## src/rtl/frame_bram_ctrl_pkg.sv

```systemverilog
// Shared definitions for the frame capture controller.
// Holds the state codes, the default frame geometry and the RGB888 -> RGB332 packing.
package frame_bram_ctrl_pkg;

    localparam int H_ACTIVE_DEF = 640;
    localparam int V_ACTIVE_DEF = 400;
    localparam int ADDR_W_DEF   = 18;

    // These codes appear directly on the bram_state port.
    typedef enum logic [1:0] {
        ST_IDLE    = 2'b00,
        ST_CAPTURE = 2'b01,
        ST_WRITING = 2'b10,
        ST_READING = 2'b11
    } bram_state_e;

    function automatic logic [7:0] rgb332(input logic [23:0] px);
        return {px[23:21], px[15:13], px[7:6]};
    endfunction

endpackage

```

## src/rtl/frame_bram_ctrl_if.sv

```systemverilog
// Bundle of the video, BRAM and PC-link signals around the frame controller.
// The controller uses the slave view; the surrounding system uses the master view.
interface frame_bram_ctrl_if
    import frame_bram_ctrl_pkg::*;
#(
    parameter int ADDR_W = ADDR_W_DEF
);
    logic              store_bram;
    logic              send_pc;
    logic [10:0]       hcount;
    logic [9:0]        vcount;
    logic [23:0]       pixel_in;
    logic [7:0]        bram_dout;
    logic              pc_req;
    logic [ADDR_W-1:0] bram_addr;
    logic              bram_we;
    logic [7:0]        bram_din;
    logic [1:0]        bram_state;
    logic              in_display;
    logic [7:0]        pc_data;
    logic              pc_valid;
    logic              pc_done;

    modport master (
        output store_bram, send_pc, hcount, vcount, pixel_in, bram_dout, pc_req,
        input  bram_addr, bram_we, bram_din, bram_state, in_display,
               pc_data, pc_valid, pc_done
    );

    modport slave (
        input  store_bram, send_pc, hcount, vcount, pixel_in, bram_dout, pc_req,
        output bram_addr, bram_we, bram_din, bram_state, in_display,
               pc_data, pc_valid, pc_done
    );
endinterface

```

## src/rtl/frame_bram_ctrl_pc_byte_reader.sv

```systemverilog
// PC readout handshake: an accepted request returns the byte at the PC pointer two
// cycles later and advances the pointer; done is flagged once every pixel has gone out.
module pc_byte_reader
    import frame_bram_ctrl_pkg::*;
#(
    parameter int ADDR_W = ADDR_W_DEF,
    parameter int TOTAL  = H_ACTIVE_DEF * V_ACTIVE_DEF
) (
    input  logic              clk,
    input  logic              reset_n,
    input  logic              enable_i,
    input  logic              send_pc_i,
    input  logic              pc_req_i,
    input  logic [7:0]        bram_dout_i,
    output logic [ADDR_W-1:0] addr_o,
    output logic [7:0]        pc_data_o,
    output logic              pc_valid_o,
    output logic              pc_done_o
);
    localparam int CNT_W = ADDR_W + 1;
    localparam logic [CNT_W-1:0] LAST = CNT_W'(TOTAL);

    logic             pending_q;
    logic             valid_q;
    logic             done_q;
    logic [7:0]       data_q;
    logic [CNT_W-1:0] ptr_q;
    logic [CNT_W-1:0] ptr_d;

    assign ptr_d = ptr_q + 1'b1;

    // Pointer steps together with valid so the next address is already on the BRAM
    // by the time a request spaced three or more cycles later samples the read data.
    always_ff @(posedge clk or negedge reset_n) begin
        if (!reset_n) begin
            pending_q <= 1'b0;
            valid_q   <= 1'b0;
            done_q    <= 1'b0;
            data_q    <= '0;
            ptr_q     <= '0;
        end else if (!send_pc_i) begin
            pending_q <= 1'b0;
            valid_q   <= 1'b0;
            done_q    <= 1'b0;
            ptr_q     <= '0;
        end else begin
            valid_q <= 1'b0;
            if (pending_q) begin
                pending_q <= 1'b0;
                valid_q   <= 1'b1;
                data_q    <= bram_dout_i;
                ptr_q     <= ptr_d;
            end else if (enable_i && pc_req_i && !valid_q && !done_q) begin
                pending_q <= 1'b1;
            end
            if (valid_q && ptr_q == LAST) begin
                done_q <= 1'b1;
            end
        end
    end

    assign addr_o     = ptr_q[ADDR_W-1:0];
    assign pc_data_o  = data_q;
    assign pc_valid_o = valid_q;
    assign pc_done_o  = done_q;

endmodule

```

## src/rtl/frame_bram_ctrl.sv

```systemverilog
// Frame capture controller: grabs one RGB332 frame into BRAM on request, then
// serves it to the display scanout or byte-by-byte to the PC sender.
module frame_bram_ctrl
    import frame_bram_ctrl_pkg::*;
#(
    parameter int H_ACTIVE = H_ACTIVE_DEF,
    parameter int V_ACTIVE = V_ACTIVE_DEF,
    parameter int ADDR_W   = ADDR_W_DEF
) (
    input logic              clk,
    input logic              reset_n,
    frame_bram_ctrl_if.slave bus
);
    localparam int TOTAL = H_ACTIVE * V_ACTIVE;
    localparam int CNT_W = ADDR_W + 1;
    localparam logic [CNT_W-1:0] LAST = CNT_W'(TOTAL);

    logic              active;
    logic              frameStart;
    logic              storeRise;
    logic              abort;
    logic              sendMode;
    logic [CNT_W-1:0]  dispBase;
    logic [CNT_W-1:0]  dispCnt_d;
    logic [ADDR_W-1:0] pcAddr;
    logic [7:0]        pcData;
    logic              pcValid;
    logic              pcDone;

    bram_state_e       state_q;
    logic              storePrev_q;
    logic [CNT_W-1:0]  writeCnt_q;
    logic [CNT_W-1:0]  dispCnt_q;
    logic [ADDR_W-1:0] bramAddr_q;
    logic              bramWe_q;
    logic [7:0]        bramDin_q;
    logic              inDisplay_q;

    assign active     = (int'(bus.hcount) < H_ACTIVE) && (int'(bus.vcount) < V_ACTIVE);
    assign frameStart = (bus.hcount == '0) && (bus.vcount == '0);
    assign storeRise  = bus.store_bram && !storePrev_q;
    assign abort      = !bus.store_bram && !bus.send_pc;
    assign sendMode   = (state_q == ST_READING) && bus.send_pc;
    assign dispBase   = frameStart ? '0 : dispCnt_q;
    assign dispCnt_d  = active ? dispBase + 1'b1 : dispBase;

    // storePrev_q comes out of reset high so a store_bram still held across a
    // reset does not look like a fresh request and restart the capture.
    always_ff @(posedge clk or negedge reset_n) begin
        if (!reset_n) begin
            state_q     <= ST_IDLE;
            storePrev_q <= 1'b1;
            writeCnt_q  <= '0;
            dispCnt_q   <= '0;
            bramAddr_q  <= '0;
            bramWe_q    <= 1'b0;
            bramDin_q   <= '0;
            inDisplay_q <= 1'b0;
        end else begin
            storePrev_q <= bus.store_bram;
            dispCnt_q   <= dispCnt_d;
            bramWe_q    <= 1'b0;
            inDisplay_q <= 1'b0;
            case (state_q)
                ST_IDLE: begin
                    if (storeRise) state_q <= ST_CAPTURE;
                end
                ST_CAPTURE: begin
                    if (abort) begin
                        state_q <= ST_IDLE;
                    end else if (frameStart) begin
                        state_q    <= ST_WRITING;
                        bramWe_q   <= 1'b1;
                        bramAddr_q <= '0;
                        bramDin_q  <= rgb332(bus.pixel_in);
                        writeCnt_q <= CNT_W'(1);
                    end
                end
                ST_WRITING: begin
                    if (abort) begin
                        state_q <= ST_IDLE;
                    end else if (writeCnt_q == LAST) begin
                        state_q <= ST_READING;
                    end else if (active) begin
                        bramWe_q   <= 1'b1;
                        bramAddr_q <= writeCnt_q[ADDR_W-1:0];
                        bramDin_q  <= rgb332(bus.pixel_in);
                        writeCnt_q <= writeCnt_q + 1'b1;
                    end
                end
                ST_READING: begin
                    if (abort) begin
                        state_q <= ST_IDLE;
                    end else if (sendMode) begin
                        bramAddr_q <= pcAddr;
                    end else begin
                        bramAddr_q  <= dispBase[ADDR_W-1:0];
                        inDisplay_q <= active;
                    end
                end
                default: state_q <= ST_IDLE;
            endcase
        end
    end

    pc_byte_reader #(
        .ADDR_W(ADDR_W),
        .TOTAL (TOTAL)
    ) u_pc_byte_reader (
        .clk        (clk),
        .reset_n    (reset_n),
        .enable_i   (sendMode),
        .send_pc_i  (bus.send_pc),
        .pc_req_i   (bus.pc_req),
        .bram_dout_i(bus.bram_dout),
        .addr_o     (pcAddr),
        .pc_data_o  (pcData),
        .pc_valid_o (pcValid),
        .pc_done_o  (pcDone)
    );

    assign bus.bram_addr  = bramAddr_q;
    assign bus.bram_we    = bramWe_q;
    assign bus.bram_din   = bramDin_q;
    assign bus.bram_state = state_q;
    assign bus.in_display = inDisplay_q;
    assign bus.pc_data    = pcData;
    assign bus.pc_valid   = pcValid;
    assign bus.pc_done    = pcDone;

endmodule

```

## src/flat_wrapper.sv

```systemverilog
// flat-port wrapper written by rule: the top's interface ports become plain ports
module frame_bram_ctrl_flat import frame_bram_ctrl_pkg::*;
#(
    parameter int H_ACTIVE = H_ACTIVE_DEF,
    parameter int V_ACTIVE = V_ACTIVE_DEF,
    parameter int ADDR_W   = ADDR_W_DEF
)
  (clk, reset_n, bus_store_bram, bus_send_pc, bus_hcount, bus_vcount, bus_pixel_in, bus_bram_dout, bus_pc_req, bus_bram_addr, bus_bram_we, bus_bram_din, bus_bram_state, bus_in_display, bus_pc_data, bus_pc_valid, bus_pc_done);
  frame_bram_ctrl_if #(.ADDR_W(ADDR_W)) bus_i ();
  input logic clk;
  input logic reset_n;
  input wire logic [$bits(bus_i.store_bram)-1:0] bus_store_bram;
  input wire logic [$bits(bus_i.send_pc)-1:0] bus_send_pc;
  input wire logic [$bits(bus_i.hcount)-1:0] bus_hcount;
  input wire logic [$bits(bus_i.vcount)-1:0] bus_vcount;
  input wire logic [$bits(bus_i.pixel_in)-1:0] bus_pixel_in;
  input wire logic [$bits(bus_i.bram_dout)-1:0] bus_bram_dout;
  input wire logic [$bits(bus_i.pc_req)-1:0] bus_pc_req;
  output wire logic [$bits(bus_i.bram_addr)-1:0] bus_bram_addr;
  output wire logic [$bits(bus_i.bram_we)-1:0] bus_bram_we;
  output wire logic [$bits(bus_i.bram_din)-1:0] bus_bram_din;
  output wire logic [$bits(bus_i.bram_state)-1:0] bus_bram_state;
  output wire logic [$bits(bus_i.in_display)-1:0] bus_in_display;
  output wire logic [$bits(bus_i.pc_data)-1:0] bus_pc_data;
  output wire logic [$bits(bus_i.pc_valid)-1:0] bus_pc_valid;
  output wire logic [$bits(bus_i.pc_done)-1:0] bus_pc_done;
  assign bus_i.store_bram = bus_store_bram;
  assign bus_i.send_pc = bus_send_pc;
  assign bus_i.hcount = bus_hcount;
  assign bus_i.vcount = bus_vcount;
  assign bus_i.pixel_in = bus_pixel_in;
  assign bus_i.bram_dout = bus_bram_dout;
  assign bus_i.pc_req = bus_pc_req;
  assign bus_bram_addr = bus_i.bram_addr;
  assign bus_bram_we = bus_i.bram_we;
  assign bus_bram_din = bus_i.bram_din;
  assign bus_bram_state = bus_i.bram_state;
  assign bus_in_display = bus_i.in_display;
  assign bus_pc_data = bus_i.pc_data;
  assign bus_pc_valid = bus_i.pc_valid;
  assign bus_pc_done = bus_i.pc_done;
  frame_bram_ctrl #(.H_ACTIVE(H_ACTIVE), .V_ACTIVE(V_ACTIVE), .ADDR_W(ADDR_W)) u_core (.clk(clk), .reset_n(reset_n), .bus(bus_i));
endmodule
```

## config.mk

```make
export PLATFORM = sky130hd
export DESIGN_NAME = frame_bram_ctrl_flat
export DESIGN_NICKNAME = d
export VERILOG_FILES = /design/src/rtl/frame_bram_ctrl_pkg.sv /design/src/rtl/frame_bram_ctrl_if.sv /design/src/rtl/frame_bram_ctrl_pc_byte_reader.sv /design/src/rtl/frame_bram_ctrl.sv /design/src/flat_wrapper.sv
export SDC_FILE = /design/constraint.sdc
export NUM_CORES = 1
export LEC_CHECK = 0
export BUFFER_PORTS_ARGS = -buffer_cell sky130_fd_sc_hd__buf_2
export CAP_MARGIN = 15
export CORE_ASPECT_RATIO = 0.6
export CORE_MARGIN = 5
export CORE_UTILIZATION = 60
export DETAILED_ROUTE_END_ITERATION = 6
export PLACE_DENSITY = 0.85
export SYNTH_ARGS = -nofsm -noshare
export SYNTH_HDL_FRONTEND = slang
export SYNTH_HIERARCHICAL = 1
export SYNTH_SLANG_ARGS = --single-unit
```

## constraint.sdc

```tcl
create_clock -name clk -period 4.25 [get_ports clk]
set_input_delay 0.425 -clock clk [delete_from_list [all_inputs] [get_ports clk]]
set_output_delay 0.425 -clock clk [all_outputs]
set_load 0.03 [all_outputs]
```

== Yosys cells after proc, flatten, opt, wreduce, memory -nomap -nowiden ==
Index checks and enable logic that the tools add are counted.
Word-level totals
  input port bits: 58
  memories kept: 0
  latch bits: 0
  memory bits (writable): 0
  register bits: 99
  memory bits (read-only): 0
Operators by class
  mux-type cells: 47
  equal/unequal tests: 17
  shift-type cells: 0
  add/sub/neg operators: 3
  bitwise gates (word level): 0
  div/mod/pow operators: 0
  reduce and logical (&&, ||, !) cells: 23
  multiply operators: 0
  $lt $le $gt $ge: 2
Operators by type and width (count)
  two-way mux 19 bit: 9
  two-way mux 18 bit: 7
  adder 19 x 1 -> 19 bit (second input constant): 3
  one-hot mux 18 bit (3 select lines): 1
  two-way mux 8 bit: 5
  == test 19 x 18 -> 1 bit (second input constant): 2
  one-hot mux 19 bit (2 select lines): 1
  one-hot mux 8 bit (2 select lines): 1
  two-way mux 1 bit: 15
  two-way mux 2 bit: 6
  inequality test 2 x 1 -> 1 bit (second input constant): 6
  zero test 11 bit: 1
  < comparator 11 x 10 -> 1 bit (second input constant): 1
  zero test 10 bit: 1
  < comparator 10 x 9 -> 1 bit (second input constant): 1
  logical AND 1 bit: 9
  inequality test 2 bit (second input constant): 4
  one-hot mux 2 bit (4 select lines): 1
  AND reduction 7 bit: 1
  inequality test 3 x 1 -> 1 bit (second input constant): 2
  AND reduction 6 bit: 1
  zero test 1 bit: 5
  == test 2 bit (second input constant): 2
  AND reduction 4 bit: 1
  6 further kinds: 6

== Logic depth before layout (Yosys ltp) ==
Gate-level depths: netlist (run 1).
  depth in word-level cells: 8
  gate-level depth with buffers: 10
  mapped depth without buffers: 10

== Cells and area by module ==
Netlist (run 1), hierarchy kept.
By module, submodules not included
  frame_bram_ctrl: cells an instance 387, times used 1, area an instance 3684.8 um^2
  pc_byte_reader: cells an instance 150, times used 1, area an instance 1550.2 um^2

== Least setup slack after synthesis (run 1) ==
No wires, ideal clock.
  path type: reg-to-reg
  start: register u_core.state_q[0] (netlist: u_core/bus.bram_state[0])
  end: register u_core.writeCnt_q[5]
  clock period less this slack: 2212 ps
  arrival: 2134 ps
  path buffers: 0
  setup slack: 2038 ps
  cell stages (with the launch flop): 8
  setup time: 78 ps
  cell sequence: dfrtp_1 inv_1 ha_1 o21ai_0 o31ai_4 nand2b_4 or4_1 a21oi_1
Between the ends
  cells in the longest elaborated chain, start to end: 3
  elaborated cells between the ends (all ways): 10
Ends and longest elaborated chain
  start, declared: RTL line frame_bram_ctrl.sv:30  | bram_state_e state_q;
  start signal, assigned: RTL line frame_bram_ctrl.sv:51  | state_q <= ST_IDLE;
  start signal, assigned: RTL line frame_bram_ctrl.sv:66  | if (storeRise) state_q <= ST_CAPTURE;
  start signal, assigned: RTL line frame_bram_ctrl.sv:70  | state_q <= ST_IDLE;
  == test 2 bit or == test 2 x 1 -> 1 bit (tied branches): RTL line frame_bram_ctrl.sv:64  | case (state_q)
  inequality test 2 x 1 -> 1 bit (no line) (tied with other cells)
  AND reduction 6 bit (no line)
  end signal, assigned: RTL line frame_bram_ctrl.sv:88  | writeCnt_q <= writeCnt_q + 1'b1;
  end, declared: RTL line frame_bram_ctrl.sv:32  | logic [CNT_W-1:0] writeCnt_q;
Several ways; a longest one is shown, not always the timed one.
A chain may end at the register's enable or synchronous reset.

== Final worst setup path (run 1) ==
  start: register u_core.state_q[0] (netlist: u_core/bus.bram_state[0])
  end: register u_core.bramAddr_q[12] (netlist: u_core/bus.bram_addr[12])
Between the ends
  cells in the longest elaborated chain, start to end: 5
  elaborated cells between the ends (all ways): 15
Ends and longest elaborated chain
  == test 2 bit: RTL line frame_bram_ctrl.sv:43, frame_bram_ctrl.sv:64
  logical AND 1 bit: RTL line frame_bram_ctrl.sv:43  | assign sendMode = (state_q == ST_READING) && bus.send_pc;
  two-way mux 18 bit: RTL line frame_bram_ctrl.sv:94  | end else if (sendMode) begin
  two-way mux 18 bit: RTL line frame_bram_ctrl.sv:92  | if (abort) begin
  one-hot mux 18 bit (3 select lines): RTL line frame_bram_ctrl.sv:64
  end signal, assigned: RTL line frame_bram_ctrl.sv:86  | bramAddr_q <= writeCnt_q[ADDR_W-1:0];
  end signal, assigned: RTL line frame_bram_ctrl.sv:95  | bramAddr_q <= pcAddr;
  end signal, assigned: RTL line frame_bram_ctrl.sv:97  | bramAddr_q <= dispBase[ADDR_W-1:0];
  end, declared: RTL line frame_bram_ctrl.sv:34  | logic [ADDR_W-1:0] bramAddr_q;
Several ways; a longest one is shown, not always the timed one. The select of a mux whose other input is x is not followed.

==> metrics.md, run 1 <==
| Metric | Value |
|---|---|
| Status | finished clean |
| Dominant cell type by area after synthesis | sky130_fd_sc_hd__dfrtp_1 |
| Later-pin clock latency in the skew report | 350 ps |
| Fraction of the yosys area taken by sequential cells | 46.87% |
| Most frequent cells after synthesis | sky130_fd_sc_hd__dfrtp_1 (97), sky130_fd_sc_hd__nand2_1 (64), sky130_fd_sc_hd__nor2_1 (52) |
| Cells resized by post-CTS repair | 0 |
| Hold bufs inserted after CTS | 0 |
| Synthesized instance count | 537 |
| Highest ir drop seen on vdd | 0.3026 mV |
| CTS HTree Levels | 3 |
| Worst min path class | input pin to asynchronous set/reset pin |
| Layout cell share with drive strength beyond 1 | 22.18% |
| Largest net degree at the start of global routing | 53 |
| Core footprint | between 8000 and 9000 um^2 |
| Vias in the first global route | about 4400 |
| Dpl hpwl | between 9000 and 10000 um |
| Power share of the combinational group | roughly two fifths |
| Cell types with the largest area share after synthesis | sky130_fd_sc_hd__dfrtp_1 (46%), sky130_fd_sc_hd__nand2_1 (4.6%), sky130_fd_sc_hd__nor2_1 (3.7%) |
| Clock tree root buffer cell | sky130_fd_sc_hd__clkbuf_16 |
| Int Pwr | 1.988 mW |
| CTS sink cnt | 98 |
| Number of synthesis warnings | 6 |
| Ratio of final minimum period to clock period | 68.69% |
| Area share of the leading cell type in the synthesized netlist | a little under half |
| Buffer depth of the longest clock path | 2 |
| Number of DRC violations after detailed routing | 0 |
| Height of the die | 82.36 um |
| Unrepaired setup endpoints after global routing | false |
| Setup TNS Final | 0 ps |
| Number of buffers inserted during clock tree synthesis | 9 |
| Clock-pin slew reported for the worst setup and hold paths after clock tree synthesis | 70 ps |
| Number of violations of the max-capacitance limit | 0 |
| FMAX | 0.3425 GHz |
| Endpoint class of the critical path | register |
| Routed wire length per instance | 18.93 um |
| # nets final | ~660 |
| Power density over cell area | 582.5 nW/um^2 |
| Cell with the biggest individual delay on the critical path | sky130_fd_sc_hd__and4b_1 |
| Hold Fails Final Rpt | 0 |
| Post-synthesis register bit count | about 100 |
| Site Rows | 26 |
| Worst hold slack | approximately 100 ps |
| Kind of cell adding the most delay to the critical path | simple AND/OR/NAND/NOR gates |
| Transition time of the tightest slew-check pin | roughly 1100 ps |
| Antenna-violating nets left | 0 |
| Initial standard-cell utilization of the core | 61.42% |
| Switching Fraction | 41.90% |
| RePlAce Congestion | 0.9416 |
| Overflow left after global routing | 0 |
| Post-Synthesis Net Count | ~610 |
| Required @ worst endpoint | 4530 ps |
| Number of enable-type register cells in the synthesized netlist | 0 |
| Most numerous cell in the Yosys netlist | sky130_fd_sc_hd__dfrtp_1 |
| Post-synth top flop | sky130_fd_sc_hd__dfrtp_1 |
| Share of power burned in the clock network | 24.4% |
| Floorplan die area | 10750 um^2 |
| Startpoint type of the worst setup path | register |
| Routed vias | approximately 4500 |
| Top-level I/O count | 98 |
| First-pass GRT wire length | between 20000 and 25000 um |
| Clock Skew | 9.894 ps |
| Summed instance area of the synthesized netlist | between 5000 and 6000 um^2 |
| Number of antenna violations at the first check in global routing | 0 |
| Cell chain of the critical path | inv_1 -> ha_1 -> buf_4 -> o2bb2ai_2 -> and4b_1 -> buf_4 -> nor2_1 -> a21oi_1 |
| Critical path peak fanout | 38 |
| Ys async rst share | 100.0% |
| Global-route total usage across every layer | a little over a quarter |
| Leakage power summed over all cells | 2.628 nW |
| Switching power | between 1 and 1.5 mW |
| Die width | 130.6 um |
| Most prevalent standard cell on the critical path | sky130_fd_sc_hd__buf_4 |
| Routed Wire Length | 13380 um |
| Crit path buffers/inverters | 3 |
| Number of diodes | 0 |
| Syn-to-layout area delta | 12.21% |
| Via density per instance | 6.376 |
| Buffers inserted during post-CTS setup optimization | 0 |
| Part of the total power dissipated in sequential elements | 36.6% |
| IO Port Bufs | between 80 and 90 |
| Max-slew headroom | 25.05% |
| Iteration count of the initial detailed-routing pass | 6 |
| Setup CP Type | register to register |
| Time the worst path needs with I/O delays and setup | 2919 ps |
| Cell variety after synth | 59 |
| DRT iter0 DRCs | 554 |
| Final setup violation count | 0 |
| Arrival time at the worst endpoint | around 3200 ps |
| CTS tree | done |
| Final Max Tran Viols | 0 |
| Syn Area/Cell | between 9 and 10 um^2 |
| Maximum single-stage delay on the critical path | 1040 ps |
==> state kept, by name, summed over array words and instances, names as in the netlist, 2 cells and up <==
signal	flops
u_core/writeCnt_q	19
u_core/bus.bram_din	8
u_core/u_pc_byte_reader/pc_data_o	8
u_core/bus.bram_addr	18
u_core/dispCnt_q	18
u_core/bus.bram_state	2
u_core/u_pc_byte_reader/ptr_q	19
==> layout make-up <==
type | count | area [um^2]
Clock buffer | 9 | 225.2
Clock inverter | 7 | 77.57
Fill cell | 621 | 2649
Inverter | 16 | 60.06
Multi-Input combinational cell | 380 | 2476
Sequential cell | 98 | 2454
Tap cell | 112 | 140.1
Timing Repair Buffer | 85 | 441.7
==> stage by stage <==
stage               area [um^2]  util (%)  setup slack (ps)  power, mW  std cells
finish                     5874     68.92              1331      3.422        707
global route               5874     68.92              1173      3.621        707
CTS                        5863     68.79              1376      3.428        706
detailed placement         5560     65.24              1206      2.585        690
global placement           5560     65.24              1262      2.519        690
floorplan                  5235         -              2038      2.212        537
==> per-layer routing <==
layer	track usage (%)	up-vias	routed length (um)
met1	34.46	2190	5533
met4	10.47	0	310
met3	7.455	30	1394
li1	-	2035	-
met2	41.40	253	6144
met5	0	-	0
==> kinds of logic after synthesis <==
group	after synthesis	share of synthesized area (%)
compound gates	95	12.64
xor+xnor	26	4.350
fa+ha+maj	10	2.390
buf+inv	59	5.832
flops	98	46.87
mux	12	2.510
simple gates	237	25.41
==> power by group through the flow <==
| stage | Sequential (mW) | Clock, mW | Combinational (mW) |
|---|---|---|---|
| 3_3_place_gp | 1.26 | 0 | 1.26 |
| 4_1_cts | 1.25 | 0.849 | 1.33 |
| 5_1_grt | 1.28 | 0.890 | 1.45 |
| 3_5_place_dp | 1.27 | 0 | 1.32 |
| 6_report | 1.25 | 0.836 | 1.33 |
| 2_1_floorplan | 1.57 | 0 | 0.641 |
==> worst paths after layout <==
kind	from	to	slack, ps	cells past startpoint
worst max-delay path	u_core/bus.bram_state[0]	u_core/bus.bram_addr[12]	1330	8
worst min register to register	u_core/u_pc_byte_reader/pc_valid_o	u_core/u_pc_byte_reader/pending_q	470	1
worst min-delay path	reset_n	u_core/u_pc_byte_reader/ptr_q[15]	100	1
worst max register to register	u_core/bus.bram_state[0]	u_core/bus.bram_addr[12]	1330	8
min in group clk	bus_store_bram	u_core/storePrev_q	210	1
max in group asynchronous	reset_n	u_core/u_pc_byte_reader/pending_q	3090	2
==> placed cells by master (no fill, tap or decap), drive strengths merged, types with 3 or more instances in the layout <==
master  instances
nor4b           5
nor3            7
buf            85
nor2b           5
nor2           53
ha             10
clkbuf          9
a222oi         18
mux2i           3
o211ai          5
a21oi          35
and2            3
or3             9
and4            5
clkinv          5
and3            8
nor4           11
dfrtp          97
mux2            9
o221ai          3
nand4          17
o21ai          22
nand3          24
inv            17
nand2b          7
xor2           17
xnor2           9
nand2          64
nand4b          6
or4             6
==> worst reg2reg max path: cells and delay by family, from the launching register on <==
kind | cells | cell delay (ps)
AOI/OAI and AO/OA | 2 | 360
adders and majority gates | 1 | 250
buffers and inverters | 3 | 710
DFF | 1 | 420
and+or+nand+nor | 2 | 1100
Note: power is estimated with default switching activity, not from simulation.
==> run 2, diff against run 1 <==
Settings changed: CORE_UTILIZATION 60 to 56, PLACE_DENSITY 0.85 to 0.8.
Clock period 4.25 ns to 2.85 ns, I/O delays scaled along.
==> metrics.md, run 2 (synthesis gave the netlist of run 1 again) <==
| Metric | Value |
|---|---|
| Number of violations of the max-capacitance limit | 0 (unchanged) |
| Max-slew headroom | 43.76% (+19 points) |
| Worst min path class | input pin to register |
| Design area | 5937 um^2 (+1.1%) |
| Layout cell share with drive strength beyond 1 | 22.92% (+0.74 points) |
| Largest net degree at the start of global routing | 56 (+5.7%) |
| Clock-pin slew reported for the worst setup and hold paths after clock tree synthesis | 70 ps (about the same) |
| Required @ worst endpoint | 3060 ps (-1470 ps) |
| Top Registers | u_core/u_pc_byte_reader/ptr_q x19, u_core/writeCnt_q x19 |
| Worst hold slack | 63.80 ps (-40.23 ps) |
| Worst r2r src | u_core/writeCnt_q[0] |
| Leakage power summed over all cells | 2.645 nW (+0.64%) |
| Cell chain of the critical path | inv_1 -> ha_1 -> nor4b_1 -> nand3_1 -> o2bb2ai_2 -> and4b_1 -> buf_4 -> nor2_1 -> a21oi_1 |
| Clock tree root buffer cell | sky130_fd_sc_hd__clkbuf_16 |
| Antenna-violating nets left | 0 (unchanged) |
| Most common cell after layout, fill and taps aside | sky130_fd_sc_hd__dfrtp_1 |
| Time the worst path needs with I/O delays and setup | 2548 ps (-371.1 ps) |
| Final Max Tran Viols | 0 (unchanged) |
| Number of buffers inserted during clock tree synthesis | 9 (unchanged) |
| Reg-to-reg setup timing slack | 300 ps (-1030 ps) |
| Via density per instance | 6.116 (-4.1%) |
| Worst flop-to-flop path endpoint | u_core/bus.bram_addr[13] |
| Cells resized by post-CTS repair | 0 (unchanged) |
| Setup CP Type | register to register |
| CTS tree | done |
| Status | complete, but fails checks |
| Top-level I/O count | 98 (unchanged) |
| Number of antenna violations at the first check in global routing | 0 (unchanged) |
| Power density over cell area | 845.9 nW/um^2 (+45%) |
| Global-route total usage across every layer | 23.88% (-2.3 points) |
| Vias in the first global route | 4347 (-0.11%) |
| Total power draw | 5.022 mW (+47%) |
| Floorplan die area | 11450 um^2 (+6.4%) |
| Ratio of final minimum period to clock period | 89.41% (+21 points) |
| Number of diodes | 0 (unchanged) |
| Syn-to-layout area delta | 13.41% |
| First-pass GRT wire length | 21980 um (+1.4%) |
| CTS sink cnt | 98 (unchanged) |
| Worst Min Path Start | bus_store_bram |
| DRT iter0 DRCs | 568 (+2.5%) |
| FMAX | 0.3924 GHz (+15%) |
| Initial standard-cell utilization of the core | 57.18% (-4.2 points) |
| Filler cells | 741 (+19%) |
| Setup TNS Final | 0 ps (unchanged) |
| Unrepaired setup endpoints after global routing | false |
| Die width | 134.8 um (+3.2%) |
| Transition time of the tightest slew-check pin | 843.7 ps (-279.7 ps) |
| Number of DRC violations after detailed routing | 1 (+1) |
| R2R depth | 9 (+1) |
| Buffers inserted during post-CTS setup optimization | 0 (unchanged) |
| RePlAce Congestion | 0.9321 (-1.0%) |
| Highest ir drop seen on vdd | 0.4084 mV (+35%) |
| Buffer depth of the longest clock path | 2 (unchanged) |
| Core footprint | 9155 um^2 (+7.4%) |
| Dpl hpwl | 9556 um (+4.1%) |
| IO Port Bufs | 81 (unchanged) |
| CTS HTree Levels | 3 (unchanged) |
| Height of the die | 84.90 um (+3.1%) |
| Critical path peak fanout | 30 (-21%) |
| Site Rows | 27 (+3.8%) |
| Clock Skew | 8.443 ps (-1.450 ps) |
| Routed Wire Length | 13220 um (-1.2%) |
| Final setup violation count | 0 (unchanged) |
| Hold Fails Final Rpt | 0 (unchanged) |
| Cell with the biggest individual delay on the critical path | sky130_fd_sc_hd__dfrtp_1 |
| Worst hold path endpoint | u_core/storePrev_q |
| Later-pin clock latency in the skew report | 350 ps (about the same) |
| Endpoint class of the critical path | register |
| # nets final | 665 (+1.1%) |
| Routed vias | 4477 (-0.69%) |
| Arrival time at the worst endpoint | 2760 ps (-440 ps) |
| Routed wire length per instance | 18.06 um (-4.6%) |
| Multi-input logic area | 2476 um^2 (unchanged) |
| Leading cell types in the layout, fill and taps excluded | sky130_fd_sc_hd__dfrtp_1 (97), sky130_fd_sc_hd__buf_2 (80), sky130_fd_sc_hd__nand2_1 (64), sky130_fd_sc_hd__nor2_1 (52), sky130_fd_sc_hd__a21oi_1 (35) |
| Maximum single-stage delay on the critical path | 440 ps (-600 ps) |
| Worst hold path cell count | 1 |
| Post-DP Area | 5648 um^2 (+1.6%) |
| Sequential cell area | 2454 um^2 (unchanged) |
| Startpoint type of the worst setup path | register |
| Overflow left after global routing | 0 (unchanged) |
| Violated checks | design-rule violations |
| Iteration count of the initial detailed-routing pass | 7 (+1) |
run 2: area by class of cell:
type / instances / share of cell area (%)
timing repair buffer: 92 / 8.514
tap: 130 / 2.740
clock inverter: 7 / 0.9062
multi-input combinational: 380 / 41.71
inverter: 16 / 1.012
sequential: 98 / 41.33
clock buffer: 9 / 3.793
run 2: what timing repair did:
| item | 4_1_cts | 5_1_grt |
|---|---|---|
| hold buffers | 1 | 0 |
| setup endpoints to repair | 0 | 0 |
| endpoints found under the hold margin | 43 | 0 |
run 2: how the worst max path moves through the flow:
stage	from	endpoint	slack, ps	depth (start not counted)
final	u_core/writeCnt_q[0]	u_core/bus.bram_addr[13]	300	9
after global routing	u_core/bus.bram_state[0]	u_core/writeCnt_q[5]	160	7
after floorplan	u_core/bus.bram_state[0]	u_core/writeCnt_q[5]	640	7
after global placement	bus_hcount[4]	u_core/writeCnt_q[5]	400	7
after CTS	u_core/bus.bram_state[0]	u_core/writeCnt_q[5]	360	7
after detailed placement	bus_hcount[10]	u_core/writeCnt_q[5]	300	7
run 2: per-stage QoR:
step,util [%],setup WS (ps),std cells
after global routing,64.85,158.0,732
final,64.85,301.7,732
after detailed placement,61.69,299.8,715
after floorplan,-,638.2,537
after global placement,61.69,404.4,715
after CTS,64.85,356.2,732
run 2: worst max-delay path, delay by kind of cell, from the launching register on:
kind | cells | cell delay [ps]
AND/OR/NAND/NOR | 4 | 1030
flip-flops | 1 | 440
AO/OA/AOI/OAI | 2 | 410
buffers and inverters | 2 | 360
adder cells (fa/ha/maj) | 1 | 140
run 2: power breakdown:
part | switching (mW) | internal, mW
combinational | 1.40 | 0.607
clock | 0.547 | 0.598
sequential | 0.181 | 1.69
run 2: layer usage:
layer  part of all wire [%]  GRT usage (%)  vias up
met1                     44          33.51     2163
li1                       -              -     2043
met3                    9.6          6.280       21
met2                     45          36.78      250
met5                      0              0        -
met4                    1.4          6.932        0
